$ cat config.mk
export PLATFORM = sky130hd
export DESIGN_NAME = fft_output_serializer_flat
export DESIGN_NICKNAME = d
export VERILOG_FILES = /design/src/rtl/fft_output_serializer_if.sv /design/src/rtl/fft_output_serializer.sv /design/src/flat_wrapper.sv
export SDC_FILE = /design/constraint.sdc
export NUM_CORES = 1
export LEC_CHECK = 0
export ABC_AREA = 1
export CAP_MARGIN = 0
export CELL_PAD_IN_SITES_DETAIL_PLACEMENT = 0
export CELL_PAD_IN_SITES_GLOBAL_PLACEMENT = 1
export CORE_AREA = 2 2 415 417
export DETAILED_ROUTE_END_ITERATION = 7
export DIE_AREA = 0 0 417 419
export DONT_BUFFER_PORTS = 1
export MAX_ROUTING_LAYER = met4
export PLACE_DENSITY = 0.42
export SETUP_SLACK_MARGIN = 0.2
export SYNTH_ARGS = -nofsm -noshare
export SYNTH_HDL_FRONTEND = slang
export SYNTH_SLANG_ARGS = --single-unit
$ cat constraint.sdc
create_clock -name CLK -period 112.2 [get_ports CLK]
set_clock_uncertainty 0.05 [all_clocks]
set_input_delay 11.22 -clock CLK [delete_from_list [all_inputs] [get_ports CLK]]
set_output_delay 11.22 -clock CLK [all_outputs]
set_load 0.02 [all_outputs]
$ cat src/rtl/fft_output_serializer_if.sv
`default_nettype none
// ---------------------------------------------------------------------------
// fft_output_serializer_if : frame-load / word-stream bus of the serializer
// Rev 1.0
// ---------------------------------------------------------------------------
interface fft_output_serializer_if #(
  parameter int p_outputBits = 32,
  parameter int p_points     = 32
);
  logic                             i_load;
  logic [p_points*p_outputBits-1:0] i_frame;
  logic                             i_ready;
  logic                             o_valid;
  logic [p_outputBits-1:0]          o_data;
  logic [4:0]                       o_index;
  logic                             o_last;
  logic                             o_busy;
  logic                             o_drop;

  // master: FFT stage / downstream sink side; slave: the serializer
  modport master (
    output i_load, i_frame, i_ready,
    input  o_valid, o_data, o_index, o_last, o_busy, o_drop
  );

  modport slave (
    input  i_load, i_frame, i_ready,
    output o_valid, o_data, o_index, o_last, o_busy, o_drop
  );
endinterface
`default_nettype wire

$ cat src/rtl/fft_output_serializer.sv
`default_nettype none
// ---------------------------------------------------------------------------
// fft_output_serializer : buffers a 32-word FFT frame and streams it out with
// valid/ready. Define FFT_BITREV_EN to emit words in bit-reversed order.
// Rev 1.0
// ---------------------------------------------------------------------------
module fft_output_serializer #(
  parameter int p_outputBits = 32,
  parameter int p_points     = 32
) (
  input  logic                          CLK,
  input  logic                          RST,
  fft_output_serializer_if.slave        bus
);

  typedef enum logic [0:0] {
    IDLE   = 1'b0,
    STREAM = 1'b1
  } state_t;

  state_t                  state_q, state_d;
  logic [4:0]              n_q, n_d;
  logic                    drop_q, drop_d;
  logic [p_outputBits-1:0] buf_q [p_points];
  logic [p_outputBits-1:0] buf_d [p_points];
  logic                    capture;
  logic                    handshake;
  logic [4:0]              word_sel;

  assign handshake = (state_q == STREAM) && bus.i_ready;

  always_comb begin
    state_d = state_q;
    n_d     = n_q;
    drop_d  = 1'b0;
    capture = 1'b0;
    case (state_q)
      IDLE: begin
        if (bus.i_load) begin
          capture = 1'b1;
          n_d     = 5'd0;
          state_d = STREAM;
        end
      end
      STREAM: begin
        if (handshake) begin
          n_d = n_q + 5'd1;
          if (n_q == 5'd31) state_d = IDLE;
        end
        // A new frame is only taken on the final handshake, giving no bubble
        if (bus.i_load) begin
          if (handshake && (n_q == 5'd31)) begin
            capture = 1'b1;
            n_d     = 5'd0;
            state_d = STREAM;
          end else begin
            drop_d = 1'b1;
          end
        end
      end
      default: state_d = IDLE;
    endcase
  end

  always_comb begin
    for (int k = 0; k < p_points; k++) begin
      buf_d[k] = capture ? bus.i_frame[k*p_outputBits +: p_outputBits] : buf_q[k];
    end
  end

  always_ff @(posedge CLK or negedge RST) begin
    if (!RST) begin
      state_q <= IDLE;
      n_q     <= 5'd0;
      drop_q  <= 1'b0;
    end else begin
      state_q <= state_d;
      n_q     <= n_d;
      drop_q  <= drop_d;
    end
  end

  // Frame storage needs no reset: output is gated off outside STREAM
  always_ff @(posedge CLK) begin
    buf_q <= buf_d;
  end

`ifdef FFT_BITREV_EN
  assign word_sel = {n_q[0], n_q[1], n_q[2], n_q[3], n_q[4]};
`else
  assign word_sel = n_q;
`endif

  assign bus.o_valid = (state_q == STREAM);
  assign bus.o_busy  = (state_q == STREAM);
  assign bus.o_data  = (state_q == STREAM) ? buf_q[word_sel] : '0;
  assign bus.o_index = n_q;
  assign bus.o_last  = (state_q == STREAM) && (n_q == 5'd31);
  assign bus.o_drop  = drop_q;

endmodule
`default_nettype wire

$ cat src/flat_wrapper.sv
// flat-port wrapper written by rule: the top's interface ports become plain ports
module fft_output_serializer_flat 
#(
  parameter int p_outputBits = 32,
  parameter int p_points     = 32
)
  (CLK, RST, bus_i_load, bus_i_frame, bus_i_ready, bus_o_valid, bus_o_data, bus_o_index, bus_o_last, bus_o_busy, bus_o_drop);
  fft_output_serializer_if #(.p_outputBits(p_outputBits), .p_points(p_points)) bus_i ();
  input  logic CLK;
  input  logic RST;
  input wire logic [$bits(bus_i.i_load)-1:0] bus_i_load;
  input wire logic [$bits(bus_i.i_frame)-1:0] bus_i_frame;
  input wire logic [$bits(bus_i.i_ready)-1:0] bus_i_ready;
  output wire logic [$bits(bus_i.o_valid)-1:0] bus_o_valid;
  output wire logic [$bits(bus_i.o_data)-1:0] bus_o_data;
  output wire logic [$bits(bus_i.o_index)-1:0] bus_o_index;
  output wire logic [$bits(bus_i.o_last)-1:0] bus_o_last;
  output wire logic [$bits(bus_i.o_busy)-1:0] bus_o_busy;
  output wire logic [$bits(bus_i.o_drop)-1:0] bus_o_drop;
  assign bus_i.i_load = bus_i_load;
  assign bus_i.i_frame = bus_i_frame;
  assign bus_i.i_ready = bus_i_ready;
  assign bus_o_valid = bus_i.o_valid;
  assign bus_o_data = bus_i.o_data;
  assign bus_o_index = bus_i.o_index;
  assign bus_o_last = bus_i.o_last;
  assign bus_o_busy = bus_i.o_busy;
  assign bus_o_drop = bus_i.o_drop;
  fft_output_serializer #(.p_outputBits(p_outputBits), .p_points(p_points)) u_core (.CLK(CLK), .RST(RST), .bus(bus_i));
endmodule
==> insert_results.sql <==
INSERT INTO impl_metrics (metric_group, metric, value, unit) VALUES
('status', 'run_status', 'complete, but fails checks', ''),
('status', 'violated_checks', 'max-slew violations', ''),
('global_route', 'grt_first_pass_wirelength', '235000', 'um'),
('sta', 'timing.slew.headroom', '-0.1078', ''),
('worst_setup_path', 'r2r_slack', '104.99', 'ns'),
('routing', 'routed_vias', '26742', ''),
('cts', 'clock_insertion_delay_at_the_later_pin_of_the_skew_report', '0.78', 'ns'),
('sta', 'max_freq', '58.46', 'MHz'),
('floorplan', 'initial_core_util', '0.2439', ''),
('cts', 'cts-root-buf', 'sky130_fd_sc_hd__clkbuf_16', ''),
('layout', 'share_of_cells_above_drive_strength_1', '0.05848', ''),
('cts', 'cts_tree', 'yes', ''),
('worst_setup_path', 'worst_setup_path_end_kind', 'primary output', ''),
('cts', 'clock-sinks', '1031', ''),
('layout', 'fin_cells', '5903', ''),
('worst_setup_path', 'critPathArrivalTime', '5.84', 'ns'),
('cts', 'cts.reportedPaths.clkPinSlew', '0.06', 'ns'),
('floorplan', 'io_pins', '1069', ''),
('yosys', 'ys_warn_count', '0', ''),
('yosys', 'avgSynthCellArea', '11.81', 'sq um'),
('layout', 'fillers', '17750', ''),
('worst_hold_path', 'worst_hold_path_type', 'register to register', ''),
('global_route', 'groute.usage.overall', '0.2024', ''),
('power', 'power_leakage', '16.41', 'nW'),
('worst_setup_path', 'setup.worst_path.start_class', 'register', ''),
('yosys', 'yosysUniqueCellTypes', '20', ''),
('cts', 'cts_max_path_buffers', '3', ''),
('sta', 'final_count_of_negative_setup_slack_endpoints', '0', ''),
('cts', 'number_of_hold_repair_buffers_added_at_the_cts_stage', '0', ''),
('routing', 'drtIter0Drc', '2063', ''),
('sta', 'drv_slew', '79', ''),
('place', 'dpl.cell_count', '5573', ''),
('floorplan', 'die-width', '417', 'um'),
('power', 'irDropWorstVdd', '0.01709', 'mV'),
('floorplan', 'design.die.area', '174700', 'sq um'),
('yosys', 'postSynthRegisterBits', '1031', ''),
('floorplan', 'chipHeight', '419', 'um'),
('place', 'place_congestion', '0.7967', ''),
('power', 'totalPowerFinal', '1.325', 'mW'),
('global_route', 'first_global_vias', '26978', ''),
('routing', 'routed_via_density', '4.530', ''),
('worst_setup_path', 'critPathRequiredTime', '100.93', 'ns'),
('sta', 'hold_slack', '0.7709', 'ns'),
('sta', 'report.final.hold_viol_count', '0', ''),
('sta', 'final.period_utilization', '0.1525', ''),
('layout', 'syn2layout_area_growth', '14.42', '%'),
('routing', 'antenna_violating_nets_post_route', '0', ''),
('cts', 'post_cts.repair.setup_buffers', '0', ''),
('routing', 'wirelength_per_cell', '29.96', 'um'),
('place', 'portBuffers', '0', ''),
('routing', 'detail_route.drc_violations', '0', ''),
('routing', 'drt_wl_total', '176900', 'um'),
('yosys', 'synth_sequential_area_ratio', '0.7432', ''),
('cts', 'cts_buffers', '120', ''),
('sta', 'layout_min_cycle_time', '17.11', 'ns'),
('yosys', 'syn-instance-count', '3524', ''),
('global_route', 'pin_count_of_the_biggest_net_entering_global_routing', '197', ''),
('layout', 'postLayoutCellArea', '47610', 'sq um'),
('place', 'placement.setup.worst_slack', '95.61', 'ns'),
('routing', 'detailedRoute.firstPassIterationCount', '5', ''),
('place', 'detailed_placement_wirelength_estimate', '125300', 'um'),
('global_route', 'antenna_found_initial', '183', ''),
('worst_setup_path', 'critical_path_class', 'register to primary output', ''),
('layout', 'final_net_count', '4492', ''),
('sta', 'timing_worst_slew_pin_value', '1.662', 'ns'),
('sta', 'final_critical_path_setup_slack', '95.09', 'ns'),
('cts', 'htree_levels', '3', ''),
('yosys', 'synth_nets', '4554', ''),
('global_route', 'global_route.overflow_total', '0', ''),
('floorplan', 'row_count', '152', ''),
('worst_setup_path', 'worstPathMaxFanout', '196', ''),
('yosys', 'synth.cell_area', '41610', 'sq um'),
('sta', 'setup_tns', '0', 'ns'),
('cts', 'ctsResizeCount', '0', ''),
('floorplan', 'core_area', '170600', 'sq um'),
('layout', 'finalCoreUtilization', '0.2791', ''),
('place', 'area_post_placement', '43680', 'sq um'),
('power', 'power.density_cell_area', '27.82', 'nW/um^2'),
('sta', 'grt_setup_unrepaired', 'no', ''),
('flow_run', 'maxCapViolCount', '0', '');
## power by group
group,internal [mW],total (mW),switching (mW)
Sequential,0.451,0.465,0.0139
Combinational,0.101,0.484,0.383
Clock,0.210,0.376,0.165
Total,0.762,1.32,0.562
## worst paths after layout
path                                       startpoint                     to  cells past startpoint
max in group asynchronous                         RST  u_core.bus.o_index[1]                      0
worst min register to register      u_core.bus.o_busy      u_core.bus.o_busy                      2
worst max-delay path            u_core.bus.o_index[0]         bus_o_data[20]                     11
worst min-delay path                u_core.bus.o_busy      u_core.bus.o_busy                      2
worst max register to register  u_core.bus.o_index[0]      u_core.buf_q[129]                     11
min in group asynchronous                         RST      u_core.bus.o_busy                      0
## layer usage
layer  up-vias  share of wire  track usage
li1      12344              -            -
met1     13053           0.38       0.2186
met2      1010           0.52       0.3465
met3       335          0.061      0.05940
met4         0          0.036      0.08456
met5         -              0            -
## placed cells by master (no fill, tap or decap), types with 2 or more instances in the layout
cell type,n
sky130_fd_sc_hd__dfrtp_4,4
sky130_fd_sc_hd__nor2_1,215
sky130_fd_sc_hd__inv_6,3
sky130_fd_sc_hd__o21ai_0,72
sky130_fd_sc_hd__edfxtp_1,1024
sky130_fd_sc_hd__o22ai_1,5
sky130_fd_sc_hd__bufinv_16,6
sky130_fd_sc_hd__clkinvlp_4,6
sky130_fd_sc_hd__buf_4,35
sky130_fd_sc_hd__clkinv_2,14
sky130_fd_sc_hd__a21oi_1,5
sky130_fd_sc_hd__ha_1,2
sky130_fd_sc_hd__clkinv_1,26
sky130_fd_sc_hd__o21ai_1,21
sky130_fd_sc_hd__inv_1,5
sky130_fd_sc_hd__nand2_1,1253
sky130_fd_sc_hd__buf_12,5
sky130_fd_sc_hd__inv_8,3
sky130_fd_sc_hd__clkbuf_16,120
sky130_fd_sc_hd__xor2_1,3
sky130_fd_sc_hd__diode_2,113
sky130_fd_sc_hd__dfrtp_2,2
sky130_fd_sc_hd__nand3_1,680
sky130_fd_sc_hd__clkinv_8,5
sky130_fd_sc_hd__clkbuf_1,36
## area by class of cell
class	count	area, sq um	area share
flip-flops and latches	1031	30940	0.6499
multi-input cells	2259	9515	0.1999
clock buffers	157	3152	0.06620
well taps	2233	2794	0.05868
clock inverters	60	500.5	0.01051
repair buffers	40	362.8	0.007621
diodes	113	282.8	0.005939
inverters	10	62.56	0.001314
## registers in the layout (all words and copies together) (netlist names)
| signal | flops |
|---|---|
| u_core.bus.o_drop | 1 |
| u_core.bus.o_index | 5 |
| u_core.bus.o_busy | 1 |
| u_core.buf_q | 1024 |
## logic make-up (layout without fill, tap and decap cells)
| kind of cell | count (synthesis) | in the layout | share of synthesized area |
|---|---|---|---|
| compound gates | 104 | 104 | 0.01266 |
| flops | 1031 | 1031 | 0.7432 |
| other cells | 0 | 113 | 0 |
| buf+inv | 234 | 267 | 0.02839 |
| simple gates | 2150 | 2150 | 0.2145 |
| xor+xnor | 3 | 3 | 0.0006316 |
| fa+ha+maj | 2 | 2 | 0.0006013 |
## critical path, stage by stage (launching register included)
cell and delay (ns):
sky130_fd_sc_hd__dfrtp_4 0.69, sky130_fd_sc_hd__inv_8 0.48, sky130_fd_sc_hd__buf_12 0.44, sky130_fd_sc_hd__buf_4 0.86, sky130_fd_sc_hd__nand2_1 0.11, sky130_fd_sc_hd__nand3_1 0.11
sky130_fd_sc_hd__nand3_1 0.13, sky130_fd_sc_hd__nand2_1 0.25, sky130_fd_sc_hd__nand2_1 0.09, sky130_fd_sc_hd__nand3_1 0.14, sky130_fd_sc_hd__nand2_1 0.24, sky130_fd_sc_hd__nor2_1 0.59
## Yosys cell counts, drive strengths merged
master  number  area (sq um)
a21oi        6         30.03
edfxtp    1024         30750
xor2         3         26.28
nand4        1         6.260
o21ai       93         465.5
buf        176         963.4
o22ai        5         31.28
nor2       215         807.0
nand2     1253          4703
or2          1         6.260
inv          8         30.03
ha           2         25.02
dfrtp        7         175.2
nand3      680          3403
clkinv       2         7.510
clkbuf      48         180.2
No activity file was read; power rests on OpenSTA's default activity.
